## src/rtl/alu_pkg.sv

```systemverilog
// rtl/alu_pkg.sv - shared types and DLX encodings for the ALU issue stage
//
// Purpose: ALU operation codes, DLX opcode/func encodings, the issue-slot
// entry layout and the skid-buffer state type used by alu_decode and
// alu_issue_stage.
// Ports: none (package).

package alu_pkg;

  typedef enum logic [4:0] {
    ALU_LHI    = 5'd0,   // op2 << 16
    ALU_ADD    = 5'd1,
    ALU_SUB    = 5'd2,
    ALU_AND    = 5'd3,
    ALU_OR     = 5'd4,
    ALU_XOR    = 5'd5,
    ALU_SLL    = 5'd6,
    ALU_SRL    = 5'd7,
    ALU_SEL_Z  = 5'd8,   // op2 when op1 == 0
    ALU_SEL_NZ = 5'd9,   // op2 when op1 != 0
    ALU_SEQ    = 5'd10,
    ALU_SLE    = 5'd11,
    ALU_SLT    = 5'd12,
    ALU_SNE    = 5'd13,
    ALU_SRA    = 5'd14,
    ALU_LINK   = 5'd15,  // op1 + 4
    ALU_BR_Z   = 5'd16,  // op2 when op1 == 0, else 4
    ALU_BR_NZ  = 5'd17   // op2 when op1 != 0, else 4
  } alu_op_e;

  // Primary opcodes, instr[31:26]
  localparam logic [5:0] OPC_RTYPE = 6'h00;
  localparam logic [5:0] OPC_J     = 6'h02;
  localparam logic [5:0] OPC_JAL   = 6'h03;
  localparam logic [5:0] OPC_BEQZ  = 6'h04;
  localparam logic [5:0] OPC_BNEZ  = 6'h05;
  localparam logic [5:0] OPC_ADDI  = 6'h08;
  localparam logic [5:0] OPC_SUBI  = 6'h0A;
  localparam logic [5:0] OPC_ANDI  = 6'h0C;
  localparam logic [5:0] OPC_ORI   = 6'h0D;
  localparam logic [5:0] OPC_XORI  = 6'h0E;
  localparam logic [5:0] OPC_LHI   = 6'h0F;
  localparam logic [5:0] OPC_JR    = 6'h12;
  localparam logic [5:0] OPC_JALR  = 6'h13;
  localparam logic [5:0] OPC_SLLI  = 6'h14;
  localparam logic [5:0] OPC_SRLI  = 6'h16;
  localparam logic [5:0] OPC_SRAI  = 6'h17;
  localparam logic [5:0] OPC_SEQI  = 6'h18;
  localparam logic [5:0] OPC_SNEI  = 6'h19;
  localparam logic [5:0] OPC_SLTI  = 6'h1A;
  localparam logic [5:0] OPC_SLEI  = 6'h1C;
  localparam logic [5:0] OPC_LW    = 6'h23;
  localparam logic [5:0] OPC_SW    = 6'h2B;

  // R-type function codes, instr[5:0]
  localparam logic [5:0] FUNC_SLL = 6'h04;
  localparam logic [5:0] FUNC_SRL = 6'h06;
  localparam logic [5:0] FUNC_SRA = 6'h07;
  localparam logic [5:0] FUNC_ADD = 6'h20;
  localparam logic [5:0] FUNC_SUB = 6'h22;
  localparam logic [5:0] FUNC_AND = 6'h24;
  localparam logic [5:0] FUNC_OR  = 6'h25;
  localparam logic [5:0] FUNC_XOR = 6'h26;
  localparam logic [5:0] FUNC_SEQ = 6'h28;
  localparam logic [5:0] FUNC_SNE = 6'h29;
  localparam logic [5:0] FUNC_SLT = 6'h2A;
  localparam logic [5:0] FUNC_SLE = 6'h2C;

  localparam logic [4:0] LINK_REG = 5'd31;

  typedef struct packed {
    alu_op_e     alu_op;
    logic [31:0] op1;
    logic [31:0] op2;
    logic [4:0]  rd;
    logic        wb_en;
    logic        illegal;
  } issue_entry_t;

  localparam issue_entry_t ENTRY_RESET = '{
    alu_op:  ALU_LHI,
    op1:     32'd0,
    op2:     32'd0,
    rd:      5'd0,
    wb_en:   1'b0,
    illegal: 1'b0
  };

  typedef enum logic [1:0] {
    BUF_EMPTY = 2'd0,  // main and skid invalid
    BUF_ONE   = 2'd1,  // main valid
    BUF_FULL  = 2'd2   // main and skid valid
  } buf_state_e;

endpackage

```

## src/rtl/alu_decode.sv

```systemverilog
// rtl/alu_decode.sv - combinational DLX instruction to ALU issue entry decoder
//
// Purpose: maps one instruction word, its pc and the two register-file read
// values onto ALU op code, operands, destination register and write-back
// enable. Undecodable words become an ADD 0,0 with no write-back.
// Optional: ALU_ISSUE_ILLEGAL_EN flags such words in the entry's illegal bit;
// without it the bit is constant 0.
// Ports:
//   i_instr    in  32  instruction word
//   i_pc       in  32  address of i_instr
//   i_rs1_val  in  32  value of register instr[25:21]
//   i_rs2_val  in  32  value of register instr[20:16]
//   o_entry    out     decoded issue_entry_t

module alu_decode
  import alu_pkg::*;
(
  input  logic [31:0]  i_instr,
  input  logic [31:0]  i_pc,
  input  logic [31:0]  i_rs1_val,
  input  logic [31:0]  i_rs2_val,
  output issue_entry_t o_entry
);

  logic [5:0]  w_opcode;
  logic [5:0]  w_func;
  logic [31:0] w_sext16;
  logic [31:0] w_zext16;
  logic [31:0] w_sext26;

  assign w_opcode = i_instr[31:26];
  assign w_func   = i_instr[5:0];
  assign w_sext16 = {{16{i_instr[15]}}, i_instr[15:0]};
  assign w_zext16 = {16'd0, i_instr[15:0]};
  assign w_sext26 = {{6{i_instr[25]}}, i_instr[25:0]};

  alu_op_e     w_op;
  logic [31:0] w_op1;
  logic [31:0] w_op2;
  logic [4:0]  w_rd;
  logic        w_wb_en;
  logic        w_bad;
  logic        w_is_imm;  // I-type ALU or load: rs1 op imm16 -> instr[20:16]
  logic        w_zext;    // logical ops and shifts take an unsigned immediate

  always_comb begin
    w_op     = ALU_ADD;
    w_op1    = 32'd0;
    w_op2    = 32'd0;
    w_rd     = 5'd0;
    w_wb_en  = 1'b0;
    w_bad    = 1'b0;
    w_is_imm = 1'b0;
    w_zext   = 1'b0;

    case (w_opcode)
      OPC_RTYPE: begin
        w_op1   = i_rs1_val;
        w_op2   = i_rs2_val;
        w_rd    = i_instr[15:11];
        w_wb_en = 1'b1;
        case (w_func)
          FUNC_ADD: w_op = ALU_ADD;
          FUNC_SUB: w_op = ALU_SUB;
          FUNC_AND: w_op = ALU_AND;
          FUNC_OR:  w_op = ALU_OR;
          FUNC_XOR: w_op = ALU_XOR;
          FUNC_SLL: w_op = ALU_SLL;
          FUNC_SRL: w_op = ALU_SRL;
          FUNC_SRA: w_op = ALU_SRA;
          FUNC_SEQ: w_op = ALU_SEQ;
          FUNC_SNE: w_op = ALU_SNE;
          FUNC_SLT: w_op = ALU_SLT;
          FUNC_SLE: w_op = ALU_SLE;
          default:  w_bad = 1'b1;
        endcase
      end
      OPC_ADDI: begin w_is_imm = 1'b1; w_op = ALU_ADD; end
      OPC_SUBI: begin w_is_imm = 1'b1; w_op = ALU_SUB; end
      OPC_ANDI: begin w_is_imm = 1'b1; w_zext = 1'b1; w_op = ALU_AND; end
      OPC_ORI:  begin w_is_imm = 1'b1; w_zext = 1'b1; w_op = ALU_OR;  end
      OPC_XORI: begin w_is_imm = 1'b1; w_zext = 1'b1; w_op = ALU_XOR; end
      OPC_LHI:  begin w_is_imm = 1'b1; w_zext = 1'b1; w_op = ALU_LHI; end
      OPC_SLLI: begin w_is_imm = 1'b1; w_zext = 1'b1; w_op = ALU_SLL; end
      OPC_SRLI: begin w_is_imm = 1'b1; w_zext = 1'b1; w_op = ALU_SRL; end
      OPC_SRAI: begin w_is_imm = 1'b1; w_zext = 1'b1; w_op = ALU_SRA; end
      OPC_SEQI: begin w_is_imm = 1'b1; w_op = ALU_SEQ; end
      OPC_SNEI: begin w_is_imm = 1'b1; w_op = ALU_SNE; end
      OPC_SLTI: begin w_is_imm = 1'b1; w_op = ALU_SLT; end
      OPC_SLEI: begin w_is_imm = 1'b1; w_op = ALU_SLE; end
      OPC_LW:   begin w_is_imm = 1'b1; w_op = ALU_ADD; end
      OPC_SW: begin
        // address computation only; no destination
        w_op1 = i_rs1_val;
        w_op2 = w_sext16;
      end
      OPC_BEQZ: begin
        w_op  = ALU_BR_Z;
        w_op1 = i_rs1_val;
        w_op2 = w_sext16;
      end
      OPC_BNEZ: begin
        w_op  = ALU_BR_NZ;
        w_op1 = i_rs1_val;
        w_op2 = w_sext16;
      end
      OPC_J: begin
        w_op1 = i_pc + 32'd4;
        w_op2 = w_sext26;
      end
      OPC_JAL, OPC_JALR: begin
        // ALU produces the return address pc+4 for r31
        w_op    = ALU_LINK;
        w_op1   = i_pc;
        w_rd    = LINK_REG;
        w_wb_en = 1'b1;
      end
      OPC_JR: begin
        w_op1 = i_rs1_val;
      end
      default: w_bad = 1'b1;
    endcase

    if (w_is_imm) begin
      w_op1   = i_rs1_val;
      w_op2   = w_zext ? w_zext16 : w_sext16;
      w_rd    = i_instr[20:16];
      w_wb_en = 1'b1;
    end

    // undecodable words leave as a harmless ADD 0,0 with no write-back
    if (w_bad) begin
      w_op    = ALU_ADD;
      w_op1   = 32'd0;
      w_op2   = 32'd0;
      w_rd    = 5'd0;
      w_wb_en = 1'b0;
    end
  end

  assign o_entry.alu_op = w_op;
  assign o_entry.op1    = w_op1;
  assign o_entry.op2    = w_op2;
  assign o_entry.rd     = w_rd;
  assign o_entry.wb_en  = w_wb_en;
`ifdef ALU_ISSUE_ILLEGAL_EN
  assign o_entry.illegal = w_bad;
`else
  assign o_entry.illegal = 1'b0;
`endif

endmodule

```

## src/rtl/alu_issue_stage.sv

```systemverilog
// rtl/alu_issue_stage.sv - DLX decode/issue stage with registered ID/EX slot and skid buffer
//
// Purpose: decodes each accepted instruction and holds it in a valid/ready
// issue slot feeding the ALU. A one-entry skid register lets in_ready come
// straight from a flop while still absorbing one cycle of execute stall.
// Optional: ALU_ISSUE_ILLEGAL_EN (see alu_decode) drives out_illegal.
// Ports:
//   clk, rst_n           clock, async active-low reset
//   flush                drop all held entries
//   in_valid/in_ready    upstream handshake (in_ready registered)
//   in_instr, in_pc      instruction word and its address
//   in_rs1_val/rs2_val   register-file read values
//   out_valid/out_ready  execute handshake
//   out_alu_op..illegal  decoded contents of the issue slot

module alu_issue_stage
  import alu_pkg::*;
(
  input  logic        clk,
  input  logic        rst_n,
  input  logic        flush,
  input  logic        in_valid,
  output logic        in_ready,
  input  logic [31:0] in_instr,
  input  logic [31:0] in_pc,
  input  logic [31:0] in_rs1_val,
  input  logic [31:0] in_rs2_val,
  output logic        out_valid,
  input  logic        out_ready,
  output logic [4:0]  out_alu_op,
  output logic [31:0] out_op1,
  output logic [31:0] out_op2,
  output logic [4:0]  out_rd,
  output logic        out_wb_en,
  output logic        out_illegal
);

  issue_entry_t w_dec;

  alu_decode u_decode (
    .i_instr   (in_instr),
    .i_pc      (in_pc),
    .i_rs1_val (in_rs1_val),
    .i_rs2_val (in_rs2_val),
    .o_entry   (w_dec)
  );

  buf_state_e   r_state;
  buf_state_e   w_state_nxt;
  logic         r_in_ready;
  issue_entry_t r_main;
  issue_entry_t r_skid;

  logic w_accept;
  logic w_load_main_dec;
  logic w_load_main_skid;
  logic w_load_skid;

  assign w_accept = in_valid & r_in_ready;

  always_comb begin
    w_state_nxt      = r_state;
    w_load_main_dec  = 1'b0;
    w_load_main_skid = 1'b0;
    w_load_skid      = 1'b0;

    if (flush) begin
      // any concurrent accept is dropped; a concurrent consume needs no action
      w_state_nxt = BUF_EMPTY;
    end else begin
      case (r_state)
        BUF_EMPTY: begin
          if (w_accept) begin
            w_state_nxt     = BUF_ONE;
            w_load_main_dec = 1'b1;
          end
        end
        BUF_ONE: begin
          if (w_accept && out_ready) begin
            w_load_main_dec = 1'b1;
          end else if (w_accept) begin
            // main is stalled: park the newcomer behind it
            w_state_nxt = BUF_FULL;
            w_load_skid = 1'b1;
          end else if (out_ready) begin
            w_state_nxt = BUF_EMPTY;
          end
        end
        BUF_FULL: begin
          // in_ready is low here, so nothing new can arrive this cycle
          if (out_ready) begin
            w_state_nxt      = BUF_ONE;
            w_load_main_skid = 1'b1;
          end
        end
        default: w_state_nxt = BUF_EMPTY;
      endcase
    end
  end

  always_ff @(posedge clk or negedge rst_n) begin
    if (!rst_n) begin
      r_state    <= BUF_EMPTY;
      r_in_ready <= 1'b1;
    end else begin
      r_state    <= w_state_nxt;
      r_in_ready <= (w_state_nxt != BUF_FULL);
    end
  end

  always_ff @(posedge clk or negedge rst_n) begin
    if (!rst_n) begin
      r_main <= ENTRY_RESET;
      r_skid <= ENTRY_RESET;
    end else begin
      if (w_load_main_dec) begin
        r_main <= w_dec;
      end else if (w_load_main_skid) begin
        r_main <= r_skid;
      end
      if (w_load_skid) begin
        r_skid <= w_dec;
      end
    end
  end

  assign in_ready    = r_in_ready;
  assign out_valid   = (r_state != BUF_EMPTY);
  assign out_alu_op  = r_main.alu_op;
  assign out_op1     = r_main.op1;
  assign out_op2     = r_main.op2;
  assign out_rd      = r_main.rd;
  assign out_wb_en   = r_main.wb_en;
  assign out_illegal = r_main.illegal;

endmodule
```

## config.mk

```make
export PLATFORM = sky130hd
export DESIGN_NAME = alu_issue_stage
export DESIGN_NICKNAME = d
export VERILOG_FILES = /design/src/rtl/alu_pkg.sv /design/src/rtl/alu_decode.sv /design/src/rtl/alu_issue_stage.sv
export SDC_FILE = /design/constraint.sdc
export NUM_CORES = 1
export LEC_CHECK = 0
export CORE_MARGIN = 5
export CORE_UTILIZATION = 56
export DETAILED_ROUTE_END_ITERATION = 10
export GPL_TIMING_DRIVEN = 1
export PLACE_DENSITY = 0.91
export REMOVE_ABC_BUFFERS = 1
export SETUP_SLACK_MARGIN = 0.3
export SYNTH_ARGS = -nofsm -noshare
export SYNTH_HDL_FRONTEND = slang
export SYNTH_HIERARCHICAL = 1
export SYNTH_SLANG_ARGS = --single-unit
```

## constraint.sdc

```tcl
create_clock -name clk -period 3.32 [get_ports clk]
set_input_delay 0.996 -clock clk [delete_from_list [all_inputs] [get_ports clk]]
set_output_delay 0.996 -clock clk [all_outputs]
set_load 0.02 [all_outputs]
```

==> impl_metrics.toml, run 1 <==
[timing]
tightest_slew_ns = 0.6529
max_freq_mhz = 335.1
maxSlewHeadroom_pct = 56.47
hold_viol = 0
fin_crit_sh_pct = 89.89
finalSetupTns_ns = 0
setup_viol = 0
finalClockSkew_ns = 0.009070
fin_ws_ns = 0.3357
maxSlewViolCount = 0
rsz0062_at_grt = "true"
fin_crit_ns = 2.984

[cts]
htree_num_levels = 4
numCtsBuffers = 17
cts.sinks = 155
clockRootBuffer = "clkbuf_16"
clk_pin_slew_ns = 0.07
cts_tree = "done"
cts_buffer_depth = 2
clock_latency_ns = 0.43
post_cts_buffers = 0

[die]
die_w_um = 140.9
rows = 47
pin_count = 211
start_util_pct = 57.41
core-area_mm2 = 0.01670
die-height_um = 140.9
dieArea_mm2 = 0.01984

[critical_path]
cpPeakStageDelay_ns = 0.54
slowest_stage = "clkdlybuf4s50_1"
cp.required_ns = 3.67
criticalPathCategory = "in2reg"
end_kind = "flip-flop"
rr_startpoint = "r_state[0]"
crit_fanout = 5
worstPathArrival_ns = 3.33
crit_start = "in_pc[2]"
worstPathCellList = "clkdlybuf4s50_1, nand4_1, nor4_2, nand3_1, or3_1, a311oi_2, buf_4, nor2_1, a21oi_1"
cp-start-kind = "input port"

[route]
drcViolationCount = 0
drtAntennaViolNets = 0
drtIter0Drc = 1096
wl_per_cell_um = 21.04
first_pass_iters = 6
vias = 9082
via_per_inst = 6.221
wl_um = 30710

[power]
power.internal_mw = 4.316
ir_drop_mv = 0.4085
switching_share_pct = 31.08
combPwrFrac_pct = 27.5
power_frac_seq_pct = 37.1
power_frac_clock_pct = 35.4
p_sw_mw = 1.946
p_per_area_mw_per_mm2 = 473.5
p_leak_nw = 5.582

[synth]
netlist_area_mm2 = 0.009588
synth_seq_cells = 155
ys_warn_count = 6
ys.flop_type = "dfrtp_1"
synth.distinct_cells = 84
syn_inst = 974
synth_edf_count = 0
yosysSeqAreaShare_pct = 40.47
avgSynthCellArea_um2 = 9.844
async_flop_share_pct = 100.0

[final_layout]
layout-drive-gt1-share_pct = 21.77
register_area_mm2 = 0.003880
nNetsFinal = 1361
multi_input_area_mm2 = 0.005201
n_antenna_cell = 0
layout_commonest_cell = "clkdlybuf4s50_1"
fill_cells = 1065
layout_common_cells = "clkdlybuf4s50_1, dfrtp_1, a21oi_1"
area_growth_pct = 37.92

[place]
numPortBuffers = 210
hpwl_um = 21060
dp_slack_ns = -0.09130
gp_congestion = 0.9042

[hold_path]
hp-start = "r_skid[7]"
hold_path.class = "reg2reg"

[status]
status = "finished, final reports clean"

[grt]
overflow = 0
grt_start_max_net_pins = 79
antenna_found_initial = 0
grt_pass1_vias = 9147
grt_pass1_wl_um = 48580
grt.total_usage_pct = 30.36

[flow_run]
cap_violations = 0
==> state kept, by name, indices dropped and copies added, names as in the netlist <==
name,flops
in_ready,1
out_op2,32
out_rd,5
out_alu_op,5
out_op1,32
out_wb_en,1
out_illegal,1
r_skid,76
r_state,2
==> worst max-delay path, delay by kind of cell <==
kind | cells | cell delay (ns)
buf+inv | 2 | 0.72
compound gates | 2 | 0.52
simple gates | 5 | 1.08
==> cell usage after synthesis (7+ instances only) <==
cell | number | share of area (%)
buf_4 | 22 | 1.7
a32oi_1 | 7 | 0.64
clkbuf_1 | 18 | 0.70
a221oi_1 | 8 | 0.73
nand3_1 | 42 | 2.2
mux2_4 | 29 | 4.5
nand4_1 | 14 | 0.91
o21ai_0 | 22 | 1.1
mux2i_1 | 82 | 8.6
o31ai_1 | 15 | 1.2
dfrtp_1 | 154 | 40
buf_6 | 7 | 0.82
a21oi_1 | 132 | 6.9
nor2_1 | 107 | 4.2
mux2_2 | 48 | 5.6
nand2_1 | 51 | 2.0
a31oi_1 | 23 | 1.5
a22oi_1 | 13 | 1.0
and3_1 | 8 | 0.52
buf_2 | 31 | 1.6
inv_1 | 9 | 0.35
==> stage by stage <==
stage	instances	total power [mW]	area, µm²	hold WS [ns]	util (%)
floorplan	888	3.113	9004	0.4795	-
global placement	1428	3.981	12460	0.4877	74.62
detailed placement	1428	4.037	12460	0.4933	74.62
CTS	1460	6.267	13140	0.5102	78.69
global route	1460	6.505	13220	0.5248	79.18
finish	1460	6.262	13220	0.5107	79.18
==> worst paths after layout <==
kind	end	slack, ns	depth (start not counted)
setup / recovery	out_op1[29]	0.34	9
hold / removal	r_skid[7]	0.51	1
setup reg to reg	out_alu_op[3]	1.49	5
hold reg to reg	r_skid[7]	0.51	1
max in group asynchronous	out_op2[0]	2.00	2
min in group asynchronous	out_op1[13]	0.58	1
==> final cells by class <==
cell class	count	share of cell area [%]
Clock buffer	17	3.217
Multi-Input combinational cell	723	39.33
Sequential cell	155	29.34
Clock inverter	15	1.883
Tap cell	220	2.082
Timing Repair Buffer	320	23.86
Inverter	10	0.2838
==> per-layer routing <==
| metal | part of all wire [%] | routed length (µm) | track usage, % |
|---|---|---|---|
| met1 | 39 | 11880 | 38.51 |
| met2 | 49 | 14910 | 51.18 |
| met3 | 10 | 3207 | 7.958 |
| met4 | 2.3 | 708 | 9.230 |
| met5 | 0 | 0 | 0 |
==> power groups by stage <==
stage	logic (mW)	registers, mW	clock network, mW
floorplan	0.572	2.54	0
detailed placement	1.69	2.34	0
finish	1.73	2.32	2.22
global route	1.84	2.35	2.31
CTS	1.72	2.32	2.23
global placement	1.65	2.33	0
==> logic make-up after synthesis <==
logic type      count (synthesis)  share of synthesized area (%)
xor+xnor                        5                         0.4568
other cells                     1                        0.03911
fa+ha+maj                       2                         0.2349
mux                           159                          18.74
buf+inv                        96                          6.486
simple gates                  287                          15.28
compound gates                269                          18.30
flops                         155                          40.47
==> timing repair <==
item | 4_1_cts | 5_1_grt
hold buffers | 0 | 0
setup endpoints to repair | 1 | 61
pin swaps | 0 | 1
gates resized for setup | 1 | 16
(Power assumes the default switching activity.)
==> run 2: changes to the inputs <==
- CELL_PAD_IN_SITES_DETAIL_PLACEMENT: not set -> 0
- CELL_PAD_IN_SITES_GLOBAL_PLACEMENT: not set -> 2
- CORE_UTILIZATION: 56 -> 32
- PLACE_DENSITY: 0.91 -> 0.9
- SYNTH_HIERARCHICAL: 1 -> not set
==> impl_metrics.toml, run 2 <==
[status]
status = "finished, final reports clean"

[hold_path]
hold_path.class = "reg2reg"
timing.hold.worst_endpoint = "r_skid[66]"
hp-start = "r_skid[66]"
hold_depth = 2

[timing]
fin_crit_ns = 2.955
maxSlewViolCount = 0
setup_viol = 0
maxSlewHeadroom_pct = 22.54
tightest_slew_ns = 1.161
holdWs_ns = 0.4772
hold_viol = 0
finalClockSkew_ns = 0.009497
fin_crit_sh_pct = 89.02
rsz0062_at_grt = "true"
max_freq_mhz = 338.4

[grt]
grt_start_max_net_pins = 62
overflow = 0
grt_pass1_vias = 8268
met2_usage_pct = 31.22
grt_pass1_wl_um = 46120
grt.total_usage_pct = 19.90
grt_use_met3_pct = 3.624
antenna_found_initial = 2
grt_busiest_layer = "met2"
use_met1_pct = 28.45

[critical_path]
cp.required_ns = 3.65
r2r_slack_ns = 1.21
criticalPathCategory = "in2reg"
end_kind = "flip-flop"
cp-start-kind = "input port"
worstPathArrival_ns = 3.28
rr_startpoint = "in_ready"
reg2reg_depth = 7
crit_fanout = 3
r2r_end = "r_skid[72]"
crit_start = "in_pc[2]"

[synth]
synthMuxAreaShare_pct = 2.723
synth-simple-area-share_pct = 14.30
yosys-top-cells-count = "dfrtp_1, nand2_1, o21ai_0"
synth.distinct_cells = 73
synth_area_leader_cell = "dfrtp_1"
async_flop_share_pct = 100.0
ys.flop_type = "dfrtp_1"
synth_top_family_by_area = "compound AO/OA/AOI/OAI gates"
ys_warn_count = 0
synthXorXnorAreaFrac_pct = 1.171
avgSynthCellArea_um2 = 9.232
netlist_area_mm2 = 0.008225
syn_inst = 891
synth_top_area_share_pct = 46.24
synth.most_common_cell = "dfrtp_1"
synthAdderAreaFrac_pct = 0.2738
yosysSeqAreaShare_pct = 46.56
synth-compound-area-share_pct = 30.26
synth_top_cells_by_area = "dfrtp_1, a22oi_1, o21ai_0"
synth_seq_cells = 153
synth_edf_count = 0

[final_layout]
layout-drive-gt1-share_pct = 16.35
area_growth_pct = 47.55
fin_area_mm2 = 0.01214
final_cells = 1494
largest_reg_flops = 75
layout_commonest_cell = "clkdlybuf4s50_1"
largest-register = "r_skid"
final_core_util_pct = 48.06
nNetsFinal = 1283
fill_cells = 2383
layout_common_cells = "clkdlybuf4s50_1, dfrtp_1, nand2_1"

[power]
p_leak_nw = 4.936
combPwrFrac_pct = 21.4
power_frac_seq_pct = 41.1
power_mw = 5.126
ir_drop_mv = 0.2486
p_per_area_mw_per_mm2 = 422.3
power.internal_mw = 3.557
p_sw_mw = 1.569
switching_share_pct = 30.61
power_frac_clock_pct = 37.4

[route]
drtIter0Drc = 706
wl_per_cell_um = 19.98
via_per_inst = 5.517
wl_um = 29860
vias = 8242
drcViolationCount = 0
first_pass_iters = 5
drtAntennaViolNets = 0

[place]
hpwl_um = 20710
place_inst = 1454
placed_area_mm2 = 0.01138
numPortBuffers = 209
gp_congestion = 0.8667

[cts]
clockRootBuffer = "clkbuf_16"
numCtsBuffers = 17
cts_buffer_depth = 2
clk_pin_slew_ns = 0.07
clock_latency_ns = 0.43
cts_tree = "done"
cts.sinks = 153
htree_num_levels = 4

[die]
dieArea_mm2 = 0.02901
pin_count = 211
die-height_um = 170.3
start_util_pct = 32.57
rows = 58
core-area_mm2 = 0.02525
die_w_um = 170.3

[flow_run]
cap_violations = 0
## run 2: cells by family after synthesis
logic type                 count (synthesis)
AOI/OAI and AO/OA                        379
xor gates and xnor gates                  11
other                                      1
DFF                                      153
buffers and inverters                     88
and+or+nand+nor                          236
adders and majority gates                  2
muxes                                     21
## run 2: layout make-up
cell class              count  area (µm²)  share of cell area, %
diodes                      2       5.005                0.04124
clock buffers              17       425.4                  3.505
clock inverters            15       143.9                  1.186
inverters                   8       30.03                 0.2474
multi-input cells         651        4170                  34.36
flip-flops and latches    153        3830                  31.56
well taps                 330       412.9                  3.402
repair buffers            318        3119                  25.70
## run 2: critical path, stage by stage
cell and delay [ns]:
clkdlybuf4s50_1 0.54, ha_1 0.21, nand4_2 0.13, or4_1 0.61, nor3_2 0.25, xor2_1 0.19
a21oi_1 0.11, o31ai_1 0.25
## run 2: layer usage
metal / vias to the layer above / share of wire, %
met1: 4044 / 47
li1: 3890 / -
met5: - / 0
met2: 278 / 46
met3: 30 / 5.6
met4: 0 / 1.6
## run 2: timing repair
item	in CTS	in global routing
buffers inserted	0	4
gates resized for setup	1	24
pin swaps	0	4
cloned	0	2
hold buffers	0	0
setup endpoints to repair	3	105
## run 2: per-stage QoR
step	setup WS [ns]	setup TNS (ns)
final	0.3646	0
after global routing	0.2341	0
after CTS	0.3088	0
after detailed placement	-0.1610	-6.970
after global placement	-0.1075	-5.615
after floorplan	-1.717	-137.20
## run 2: worst max-delay path by stage
stage	endpoint	slack (ns)
3_3_place_gp	r_skid[44]	-0.11
4_1_cts	out_op2[31]	0.31
2_1_floorplan	out_op1[5]	-1.72
5_1_grt	out_op1[9]	0.23
3_5_place_dp	r_skid[44]	-0.16
6_report	r_skid[67]	0.36
## run 2: power groups by stage
stage	logic, mW	clock network, mW	registers [mW]
floorplan	0.350	0	2.21
finish	1.10	1.92	2.11
detailed placement	1.08	0	2.14
global placement	1.07	0	2.14
CTS	1.08	1.96	2.11
global route	1.19	2.02	2.13
